--- config.mk ---
export PLATFORM = sky130hd
export DESIGN_NAME = spi_bus_arbiter
export DESIGN_NICKNAME = d
export VERILOG_FILES = /design/src/rtl/spi_pkg.sv /design/src/rtl/spi_arb_pick.sv /design/src/rtl/spi_bus_arbiter.sv
export SDC_FILE = /design/constraint.sdc
export NUM_CORES = 1
export LEC_CHECK = 0
export CORE_MARGIN = 8
export CORE_UTILIZATION = 32
export DETAILED_ROUTE_END_ITERATION = 16
export PLACE_DENSITY = 0.89
export SYNTH_ARGS = -nofsm -noshare
export SYNTH_HDL_FRONTEND = slang
export SYNTH_SLANG_ARGS = --single-unit
export TNS_END_PERCENT = 10
--- constraint.sdc ---
create_clock -name clk -period 4.8 [get_ports clk]
set_input_delay 0.48 -clock clk [delete_from_list [all_inputs] [get_ports clk]]
set_output_delay 0.48 -clock clk [all_outputs]
set_load 0.005 [all_outputs]
--- src/rtl/spi_pkg.sv ---
// Shared types and constants for the SPI bus arbiter.
package spi_pkg;

  typedef enum logic [1:0] {IDLE, OWNED, BUSY} arb_state_t;

  localparam logic [7:0] SPI_IDLE_BYTE = 8'hFF;

  // True when at most one bit of v is set; callers zero-extend to 8 bits.
  function automatic logic onehot_valid(input logic [7:0] v);
    return (v & (v - 8'd1)) == 8'd0;
  endfunction

endpackage

--- src/rtl/spi_arb_pick.sv ---
// Combinational winner select: first requester at or after ptr (wrapping).
module spi_arb_pick #(
  parameter int N  = 2,
  parameter int OW = 1
) (
  input  logic [N-1:0]  req,
  input  logic [OW-1:0] ptr,
  output logic [OW-1:0] idx,
  output logic          valid
);

  always_comb begin
    idx   = '0;
    valid = 1'b0;
    for (int i = 0; i < N; i++) begin
      int          j;
      logic [OW-1:0] jj;
      j = int'(ptr) + i;
      if (j >= N) j = j - N;
      jj = OW'(j);
      if (!valid && req[jj]) begin
        valid = 1'b1;
        idx   = jj;
      end
    end
  end

endmodule

--- src/rtl/spi_bus_arbiter.sv ---
// Shares one spi_controller among NUM_MASTERS requesters via a registered req/gnt handshake.
// Define SPI_ARB_ROUND_ROBIN_EN for rotating priority; default is fixed lowest-index priority.
module spi_bus_arbiter
  import spi_pkg::*;
#(
  parameter int NUM_MASTERS = 2,
  parameter int MEM_SIZE    = 30,
  localparam int AW         = $clog2(MEM_SIZE)
) (
  input  logic                      clk,
  input  logic                      rst_n,
  input  logic [NUM_MASTERS-1:0]    req,
  output logic [NUM_MASTERS-1:0]    gnt,
  input  logic [NUM_MASTERS-1:0]    m_op,
  input  logic [NUM_MASTERS-1:0]    m_start,
  input  logic [NUM_MASTERS-1:0]    m_ss,
  input  logic [NUM_MASTERS*AW-1:0] m_size,
  input  logic [NUM_MASTERS*8-1:0]  m_data_in,
  output logic [NUM_MASTERS-1:0]    m_done,
  output logic [NUM_MASTERS-1:0]    m_wr,
  output logic                      spi_op,
  output logic                      spi_start,
  output logic [AW-1:0]             spi_size,
  output logic [7:0]                spi_data_in,
  output logic                      spi_ss,
  input  logic                      spi_done,
  input  logic                      spi_wr,
  output logic                      busy,
  output arb_state_t                state_dbg
);

  localparam int OW = (NUM_MASTERS > 1) ? $clog2(NUM_MASTERS) : 1;

  // Handshake: a master holds req high as long as it wants the bus; gnt is
  // registered and rises one cycle after req. The owner keeps the bus until it
  // drops req outside a transfer, or until spi_done with req low.
  arb_state_t      state;
  logic [OW-1:0]   owner;
  logic [OW-1:0]   pick_ptr;
  logic [OW-1:0]   pick_idx;
  logic            pick_valid;

`ifdef SPI_ARB_ROUND_ROBIN_EN
  logic [OW-1:0]   ptr;
  assign pick_ptr = ptr;
`else
  assign pick_ptr = '0;
`endif

  spi_arb_pick #(.N(NUM_MASTERS), .OW(OW)) u_pick (
    .req   (req),
    .ptr   (pick_ptr),
    .idx   (pick_idx),
    .valid (pick_valid)
  );

  assign state_dbg = state;

  always_ff @(posedge clk) begin
    if (!rst_n) begin
      state <= IDLE;
      owner <= '0;
      gnt   <= '0;
      busy  <= 1'b0;
`ifdef SPI_ARB_ROUND_ROBIN_EN
      ptr   <= '0;
`endif
    end else begin
      case (state)
        IDLE: begin
          if (pick_valid) begin
            owner <= pick_idx;
            gnt   <= NUM_MASTERS'(1) << pick_idx;
            state <= OWNED;
`ifdef SPI_ARB_ROUND_ROBIN_EN
            ptr   <= (int'(pick_idx) == NUM_MASTERS - 1) ? '0 : OW'(pick_idx + 1'b1);
`endif
          end
        end
        OWNED: begin
          // A start in the same cycle as a req drop still launches the transfer.
          if (m_start[owner]) begin
            state <= BUSY;
            busy  <= 1'b1;
          end else if (!req[owner]) begin
            state <= IDLE;
            gnt   <= '0;
          end
        end
        BUSY: begin
          if (spi_done) begin
            busy <= 1'b0;
            if (req[owner]) begin
              state <= OWNED;
            end else begin
              state <= IDLE;
              gnt   <= '0;
            end
          end
        end
        default: begin
          state <= IDLE;
          gnt   <= '0;
          busy  <= 1'b0;
        end
      endcase
    end
  end

  always_comb begin
    spi_op      = 1'b0;
    spi_start   = 1'b0;
    spi_size    = '0;
    spi_data_in = SPI_IDLE_BYTE;
    spi_ss      = 1'b1;
    m_done      = '0;
    m_wr        = '0;
    if (state != IDLE) begin
      spi_op      = m_op[owner];
      spi_start   = m_start[owner];
      spi_ss      = m_ss[owner];
      spi_size    = m_size[owner*AW +: AW];
      spi_data_in = m_data_in[owner*8 +: 8];
    end
    if (state == BUSY) begin
      m_done[owner] = spi_done;
      m_wr[owner]   = spi_wr;
    end
  end

  always_ff @(posedge clk) begin
    if (rst_n) begin
      assert (!busy || gnt != '0);
      assert (onehot_valid(8'(gnt)));
    end
  end

endmodule

# == After elaboration in Yosys (flattened, before gate mapping) ==
# Cells that the tools add are included.
# word_totals
regBits,6
in_bits,38
out_inout_bits,25
elab_cells,63
# classes
multipliers,1
n_lt_le_gt_ge,2
eq_ne,7
shift,3
n_mux,34
n_bitwise,3
n_reduce_logical,9
# op_table
operator,n
$mux 2,10
$mux 1,18
$shiftx 16x5->8,1
$pmux 2 s3,2
$shiftx 10x5->5,1
$reduce_and 3->1,3
$mux 8,1
$ne 2x2->1 const B,4
$mux 5,1
$and 2x2->2,2
$mul 1x3->4 const B,1
$ne 3x3->1 const B,1
$pmux 1 s3,1
$eq 2x1->1 const B,1
$eq 2x2->1 const B,1
$logic_and 1x1->1,2
$logic_not 2->1,1
$lt 1x2->1 const B,1
$reduce_and 2->1,1
$reduce_bool 2->1,1
$shl 1x1->2 const A,1
$demux 1 s1,1
$ge 1x1->1 const B,1
$logic_not 1->1,1
$not 1->1,1

# == Logic depth before layout (Yosys ltp) ==
# Gate-level depths: netlist of run 1.
# logic_depth
depth_word,7
ltp_mapped,6
mapped_depth_nobuf,6

# == Cells and area by module ==
# Synthesis of run 1 repeated with hierarchy kept, for this count alone.
# unflattened
cells_unflattened,93
hier_area_um2,721.9
# modules_own_cells
mod,n_inst,cells_each,area_per_inst_um2,seq_area_each_um2
spi_bus_arbiter,1,90,704.4,120.1
spi_arb_pick,1,3,17.5,0.0

# == Least setup slack after synthesis of run 1 ==
# No wires, ideal clock.
# synth_path
path_type,register to register
startpoint,"reg state[0], in the netlist state_dbg[0]"
endpoint,"reg state[1], in the netlist state_dbg[1]"
setup_time_ps,70
arrival_ps,1633
required_time_ps,4730
path_slack_ps,3097
path_stages_with_launch,7
path_buffers,0
period_less_slack_ps,1703
cell_sequence,dfxtp_1 > inv_1 > ha_1 > nor2b_1 > a21o_1 > or4_1 > a21oi_1
# synth_between
elab_chain_cells,3
elab_cells_between_ends,8
cone_classes,eq/ne (5); mux (1); reduce/logical (2)
# synth_rtl
element,line,text
start: declaration,spi_bus_arbiter.sv:37,arb_state_t state;
start signal: assignment,spi_bus_arbiter.sv:61,state <= IDLE;
start signal: assignment,spi_bus_arbiter.sv:74,state <= OWNED;
start signal: assignment,spi_bus_arbiter.sv:83,state <= BUSY;
$eq 2x1->1 (tied with other cells),spi_bus_arbiter.sv:69,case (state)
$ne 3x3->1 (no source line) or $ne 2x2->1 (tied branches),n/a,
$reduce_and 3->1 (no source line),n/a,
# Parallel ways exist; a longest one is shown, timed or not.
# A chain may end at the register's enable or synchronous reset.

# == Worst setup path in the final report of run 1 ==
# layout_path
startpoint,reg owner
endpoint,out spi_start
# layout_between
elab_chain_cells,3
# layout_rtl
element,line,text
start: declaration,spi_bus_arbiter.sv:38,logic [OW-1:0] owner;
start signal: assignment,spi_bus_arbiter.sv:72,owner <= pick_idx;
$mux 1 (not written as such) (2 in a row),spi_bus_arbiter.sv:120,spi_start = m_start[owner];
$mux 1,spi_bus_arbiter.sv:118,if (state != IDLE) begin
end: declaration,spi_bus_arbiter.sv:22,"output logic spi_start,"
# No other way between the ends. The select of a mux whose other input is x is not followed.

==> flow_summary.toml, run 1 <==
[synthesis]
synthArstFlopShare = 0
yosys_warnings = 0
synth_top_flop_cell = "dfxtp_1"
synthDistinctLibCells = 25
synth_area_sq_um = 666.9
ys_seq_area_frac = 0.1801
postSynthCellCount = 87
ys_seq_elements = 6
syn_nets = 130
avgSynthCellArea_sq_um = 7.665
synth-edff-count = 0

[power]
p_leak_nw = 0.5264
power_density_nw_per_um2 = 233.7
design_power_total_w = 0.0003091
peakVddDrop_mv = 0.1636

[clocking]
clock-root-buffer = "clkbuf_4"
cts.sinks = 6
hold_buffers = 0
clk_pin_slew_worst_paths_ps = 40
cts_tree = "done"
cts_max_level = 1
worstSkewPairLatency_ps = 240
ctsResizeCount = 0
postCtsSetupRepairBufs = 0
cts_buffers = 3
clockBufferDepth = 2

[final_layout]
antennaDiodeCount = 0
design_area_sq_um = 1323
layout_commonest_cell = "clkdlybuf4s50_1"
drive_gt1_frac = 0.02721
final_cell_mix = "clkdlybuf4s50_1 (62), nor2_1 (11), nor2b_1 (10)"
regArea_sq_um = 120.1
final_util = 0.6741
area_delta_synth_final_pct = 98.31
multiInputGateArea_sq_um = 514.2
fin_nets = 192
fillers = 182

[critical_path]
cp.arrival_ps = 2200
endpoint_kind = "primary output"
cp_slowest_stage_delay_ps = 1070
cp.required_ps = 4320
path_class = "reg2out"
crit_slowest_cell = "dfxtp_1"
cp_max_fo = 33
start_kind = "flop"
path_cells = "mux2i_1 -> nor2_1 -> clkdlybuf4s50_1"

[sta]
fmax_mhz = 373.0
tns_ps = 0
rsz0062_at_grt = "no"
slew_violations = 0
finClkSkew_ps = 1.150
slew_headroom = 0.2418
hold_viol_final = 0
holdWs_ps = 476.6
setup_viol = 0
min_period_ps = 2681
worst_pin_slew_ps = 1136
layout_worst_path_cycle_share = 0.5585

[placement]
numPortBuffers = 62
place_congestion = 0.7844
dp_hpwl_mm = 2.146
dpl_cell_area_sq_um = 1300

[run_status]
status = "completed"

[floorplanning]
rows = 16
die_w_um = 61.65
ioPinCount = 63
start_util = 0.3399
die-area_sq_um = 3801
core_sq_um = 1962
floorplan.die.height_um = 61.65

[detailed_routing]
antenna_left = 0
drtIter0Drc = 28
wl_mm = 2.598
wire_per_inst_um = 14.93
drtPass1Iterations = 3
viasPerCell = 4.787
vias = 833
drc = 0

[run]
cap_violations = 0

[worst_hold_path]
hold_class = "reg2reg"

[global_routing]
gr-total-overflow = 0
grt_pass1_wl_mm = 3.857
grt_usage = 0.1324
antenna_found_initial = 0
grt_max_degree = 34
first_global_vias = 812
## worst max-delay path, delay by kind of cell (launching register included)
family	cells	cell delay [ps]
and+or+nand+nor	1	130
muxes	1	240
buffers and inverters	1	520
DFF	1	1070
## report_power, final
group          leakage (nW)  switching, W  internal [W]  total (W)
logic                 0.463     0.0000703      0.000118   0.000189
clock network        0.0138     0.0000175     0.0000282  0.0000458
registers            0.0493     0.0000165     0.0000581  0.0000746
total                 0.526      0.000104      0.000205   0.000309
## routing by layer
metal	part of all wire	global-route usage	vias up	wire, um
met4	0.013	0.03896	0	34
met1	0.40	0.1420	373	1050
li1	-	-	432	-
met2	0.53	0.2541	24	1369
met3	0.055	0.02088	4	143
met5	0	0	-	0
## state kept, by name, summed over array words and instances, names as in the netlist
register,count
busy,1
state_dbg,2
gnt,2
owner,1
## synth_stat cells (all sizes together), types with 2 or more instances
| cell | n | area (sq um) |
|---|---|---|
| mux2i | 9 | 90.09 |
| a211o | 9 | 78.83 |
| buf | 2 | 10.01 |
| and3 | 2 | 12.51 |
| clkbuf | 3 | 11.26 |
| a21oi | 3 | 15.01 |
| nand4b | 2 | 17.52 |
| nor2b | 10 | 62.56 |
| ha | 5 | 62.56 |
| dfxtp | 6 | 120.1 |
| nand2b | 2 | 12.51 |
| nor2 | 11 | 41.29 |
| nand2 | 6 | 22.52 |
| nor3 | 3 | 15.01 |
| o21a | 2 | 15.01 |
| inv | 3 | 11.26 |
## stage by stage
stage          setup slack, ps  instances
3_5_place_dp              2344        171
3_3_place_gp              2396        171
4_1_cts                   2090        174
5_1_grt                   1906        174
2_1_floorplan             3097         87
6_report                  2119        174
## cells by family (layout without fill, tap and decap cells)
group | count (synthesis) | in the layout | share of synthesized area
AO/OA/AOI/OAI | 17 | 17 | 0.1932
adder cells (fa/ha/maj) | 5 | 5 | 0.09381
buffers and inverters | 8 | 68 | 0.04878
flip-flops | 6 | 6 | 0.1801
multiplexers | 10 | 10 | 0.1520
AND/OR/NAND/NOR | 41 | 41 | 0.3321
## path summary, 6_finish.rpt
path	slack, ps	depth (start not counted)	endpoint	startpoint
min	480	2	gnt[0]	gnt[0]
max reg2reg	2640	4	state_dbg[1]	owner
min reg2reg	480	2	gnt[0]	gnt[0]
max	2120	3	spi_start	owner
## final cells by class
| type | instances | area share |
|---|---|---|
| timing repair buffer | 62 | 0.4693 |
| multi-input combinational | 73 | 0.3888 |
| tap | 27 | 0.02554 |
| inverter | 3 | 0.008515 |
| clock buffer | 3 | 0.01703 |
| sequential | 6 | 0.09082 |
(Power assumes the default switching activity.)
==> run 2: changes to the inputs <==
Settings changed: CORE_UTILIZATION 32 to 27, PLACE_DENSITY 0.89 to 0.8.
Clock period 4.8 ns to 2.2 ns, I/O delays scaled along.
==> run 2 against run 1 <==
Clock power is 120% higher. Core utilization shrank 11 points. First-iteration DRC count rose by 57%. Setup slack got worse by 1900 ps. Critical path type unchanged. Largest cell class unchanged. Largest power group unchanged. Highest routed layer unchanged.
==> flow_summary.toml, run 2 (synthesis gave the netlist of run 1 again) <==
[global_routing]
grt_max_degree = 21
gr-total-overflow = 0
grt_pass1_wl_mm = 4.333
grt_usage = 0.1263
first_global_vias = 882
antenna_found_initial = 0

[sta]
slew_violations = 0
hold_viol_final = 0
slew_headroom = 0.7652
holdWs_ps = 467.4
worst_pin_slew_ps = 352.1
setup_viol = 0
tns_ps = 0
min_period_ps = 1997
layout_worst_path_cycle_share = 0.9077
finClkSkew_ps = 5.231
rsz0062_at_grt = "no"
fmax_mhz = 500.8
worst_slack_ps = 203.1

[power]
switchingPower_w = 0.0002316
p_comb_frac = 0.649
power.sequential.fraction = 0.203
intPower_w = 0.0004595
clkPwrFrac = 0.148
p_leak_nw = 0.5404
switching_share = 0.3351
peakVddDrop_mv = 0.3068
power_density_nw_per_um2 = 511.5

[critical_path]
r2r_cells = 6
cp.required_ps = 1980
cp.arrival_ps = 1780
endpoint_kind = "primary output"
start_kind = "flop"
reg2reg_to = "state_dbg[1]"
path_class = "reg2out"
r2r_start = "state_dbg[0]"
reg2reg_slack_ps = 370
cp_max_fo = 19

[run_status]
status = "completed"

[clocking]
cts_buffers = 3
clock-root-buffer = "clkbuf_4"
cts.sinks = 6
cts_tree = "done"
hold_buffers = 0
cts_max_level = 1
worstSkewPairLatency_ps = 250
clockBufferDepth = 2
clk_pin_slew_worst_paths_ps = 50

[run]
cap_violations = 0

[placement]
dp_hpwl_mm = 2.208
dp_slack_ps = 250.5
dp.cells = 177
numPortBuffers = 62
place_congestion = 0.7744

[detailed_routing]
wire_per_inst_um = 14.78
drtIter0Drc = 44
viasPerCell = 4.833
antenna_left = 0
drc = 0
wl_mm = 2.660
drtPass1Iterations = 4
vias = 870

[final_layout]
area_delta_synth_final_pct = 102.6
antennaDiodeCount = 0
fillers = 228
fin_cells = 180
fin_nets = 195
final_cell_mix = "clkdlybuf4s50_1 (62), nor2_1 (11), nor2b_1 (10)"
drive_gt1_frac = 0.05333
layout_commonest_cell = "clkdlybuf4s50_1"

[floorplanning]
rows = 18
start_util = 0.2767
floorplan.die.height_um = 65.70
ioPinCount = 63
die_w_um = 65.70
die-area_sq_um = 4316
core_sq_um = 2410

[worst_hold_path]
min_to = "gnt[1]"
hold-path-cell-count = 2
hp-start = "gnt[1]"
hold_class = "reg2reg"
run 2: cell types whose count changed in the layout (fill, tap and decap cells not counted):
cell and delta:
ha_2 +1, ha_1 -1, buf_4 +3
run 2: worst max-delay path: stages (launching register included):
cell	delay (ps)
dfxtp_1	390
inv_1	100
ha_2	310
a211o_1	260
clkdlybuf4s50_1	460
run 2: worst max-delay path by stage:
stage	start	to	depth (start not counted)
2_1_floorplan	state_dbg[0]	state_dbg[1]	6
3_3_place_gp	state_dbg[0]	spi_data_in[6]	4
3_5_place_dp	state_dbg[0]	spi_data_in[6]	4
4_1_cts	state_dbg[0]	spi_data_in[6]	4
5_1_grt	state_dbg[0]	spi_data_in[6]	4
6_report	state_dbg[0]	spi_data_in[6]	4
run 2: stage by stage:
stage,cell area [sq um],util,total power [W]
after floorplan,666.9,-,0.0003387
after global placement,1326,0.5504,0.0005804
after detailed placement,1326,0.5504,0.0005894
after CTS,1351,0.5607,0.0007010
after global routing,1351,0.5607,0.0007482
final,1351,0.5607,0.0006912
run 2: what timing repair did:
action | CTS | global route
endpoints found under the setup margin | 9 | 0
gates resized for setup | 1 | 0
setup buffers | 0 | 0
hold endpoints to repair | 0 | 0
run 2: per-layer routing:
metal / wire length, um / share of wire / vias to the layer above / global-route usage
li1: - / - / 439 / -
met1: 1214 / 0.46 / 397 / 0.1470
met2: 1234 / 0.46 / 30 / 0.2095
met3: 187 / 0.070 / 4 / 0.03912
met4: 24 / 0.0090 / 0 / 0.04905
met5: 0 / 0 / - / 0
run 2: layout make-up:
class | instances | area [sq um] | area share
tap | 30 | 37.54 | 0.02778
timing repair buffer | 65 | 643.1 | 0.4759
sequential | 6 | 120.1 | 0.08889
clock buffer | 3 | 22.52 | 0.01667
multi-input combinational | 73 | 516.7 | 0.3824
inverter | 3 | 11.26 | 0.008333
run 2: power groups by stage:
stage          combinational, W  sequential, W  clock (W)
2_1_floorplan          0.000195       0.000144          0
3_3_place_gp           0.000439       0.000141          0
3_5_place_dp           0.000447       0.000142          0
4_1_cts                0.000452       0.000140   0.000108
5_1_grt                0.000490       0.000143   0.000115
6_report               0.000448       0.000140   0.000103
==> run 3: changes to the inputs <==
Settings changed: ABC_AREA set to 0, CORE_UTILIZATION 27 to 30, PLACE_DENSITY 0.8 to 0.84.
Clock period 2.2 ns to 1.9 ns, I/O delays scaled along.
==> run 3 against run 2 <==
Core utilization grew 9.2 points. Clock-buffer cell count did not move. Global-route usage up 0.91 points. Largest cell class unchanged. Largest power group unchanged.
==> flow_summary.toml, run 3 (synthesis gave the netlist of run 1 again) <==
[floorplanning]
die-area_sq_um = 3988
die_w_um = 63.15
floorplan.die.height_um = 63.15
ioPinCount = 63
start_util = 0.3104
core_sq_um = 2148
rows = 17

[critical_path]
r2r_cells = 6
path_class = "reg2reg"
endpoint_kind = "flop"
cp.arrival_ps = 1970
cp.required_ps = 2070
cp_max_fo = 5
start_kind = "flop"

[sta]
worst_slack_ps = 97.09
hold_viol_final = 0
fmax_mhz = 554.7
setup_viol = 0
slew_violations = 0
holdWs_ps = 470.7
tns_ps = 0
rsz0062_at_grt = "no"
finClkSkew_ps = 0.8315
layout_worst_path_cycle_share = 0.9489
worst_pin_slew_ps = 243.0
slew_headroom = 0.8333
min_period_ps = 1803

[final_layout]
fin_nets = 197
design_area_sq_um = 1401
area_delta_synth_final_pct = 110.1
antennaDiodeCount = 0
final_cell_mix = "clkdlybuf4s50_1 (50), nor2_1 (11), nor2b_1 (10)"
drive_gt1_frac = 0.07895
layout_commonest_cell = "clkdlybuf4s50_1"

[clocking]
clockBufferDepth = 2
cts_tree = "done"
cts_buffers = 3
clk_pin_slew_worst_paths_ps = 40
clock-root-buffer = "clkbuf_4"
worstSkewPairLatency_ps = 240
cts_max_level = 1
postCtsSetupRepairBufs = 0
cts.sinks = 6

[global_routing]
gr-total-overflow = 0
grt_pass1_wl_mm = 4.491
grt_usage = 0.1353
grt_max_degree = 34
first_global_vias = 877
antenna_found_initial = 0

[detailed_routing]
antenna_left = 0
vias = 873
wl_mm = 2.804
wire_per_inst_um = 15.58
viasPerCell = 4.850
drtIter0Drc = 57
drc = 0
drtPass1Iterations = 4

[worst_hold_path]
hold_class = "reg2reg"
hold-path-cell-count = 2

[placement]
numPortBuffers = 62
place_congestion = 0.8209
dp_hpwl_mm = 2.326
dpl_cell_area_sq_um = 1351
dp_slack_ps = 22.66

[power]
clkPwrFrac = 0.141
power.sequential.fraction = 0.196
switching_share = 0.3385
peakVddDrop_mv = 0.4308
design_power_total_w = 0.0008135
power_density_nw_per_um2 = 580.5
p_leak_nw = 0.6488
switchingPower_w = 0.0002754
intPower_w = 0.0005381
p_comb_frac = 0.663

[run]
cap_violations = 0

[run_status]
status = "completed"
## run 3: cell count changes in the layout (fill, tap and decap cells not counted)
cell             change
dfxtp_1              -1
ha_4                 +1
clkdlybuf4s50_1     -12
buf_12               +1
a21oi_2              +1
dfxtp_4              +1
dlygate4sd2_1        +6
ha_2                 -1
a21oi_1              -1
buf_4                +1
dlymetal6s2s_1       +6
## run 3: what timing repair did
action,4_1_cts,5_1_grt
cloned,0,0
resized for setup,10,7
hold buffers,0,0
setup endpoints to repair,15,7
endpoints found under the hold margin,0,0
## run 3: power by group through the flow
| stage | sequential [W] | combinational, W | clock [W] |
|---|---|---|---|
| 2_1_floorplan | 0.000167 | 0.000225 | 0 |
| 3_3_place_gp | 0.000161 | 0.000538 | 0 |
| 3_5_place_dp | 0.000162 | 0.000552 | 0 |
| 4_1_cts | 0.000160 | 0.000550 | 0.000121 |
| 5_1_grt | 0.000162 | 0.000587 | 0.000125 |
| 6_report | 0.000160 | 0.000539 | 0.000114 |
## run 3: stage by stage
stage | utilization | instances
after floorplan | - | 87
after global placement | 0.6290 | 177
after detailed placement | 0.6290 | 177
after CTS | 0.6436 | 180
after global routing | 0.6523 | 180
final | 0.6523 | 180
## run 3: final timing paths
path / startpoint / to / slack (ps)
setup reg to reg: state_dbg[0] / state_dbg[1] / 100
hold / removal: gnt[1] / gnt[1] / 470
setup / recovery: state_dbg[0] / state_dbg[1] / 100
hold reg to reg: gnt[1] / gnt[1] / 470
## run 3: area by class of cell
cell class,instances,area (sq um)
Fill cell,193,747.0
Sequential cell,6,123.9
Clock buffer,3,22.52
Inverter,3,11.26
Timing Repair Buffer,67,678.2
Tap cell,28,35.03
Multi-Input combinational cell,73,530.5
## run 3: critical path: stages, from the launching register on
cell and delay, ps:
dfxtp_1 330, inv_1 90, ha_1 240, nor2b_1 180
a21o_1 200, or4_1 530, a21oi_2 150
## run 3: routing by layer
metal / global-route usage / vias to the layer above / share of wire
met5: 0 / - / 0
met4: 0.04274 / 0 / 0.0082
met3: 0.02297 / 4 / 0.043
met1: 0.1449 / 402 / 0.40
li1: - / 440 / -
met2: 0.2586 / 27 / 0.55
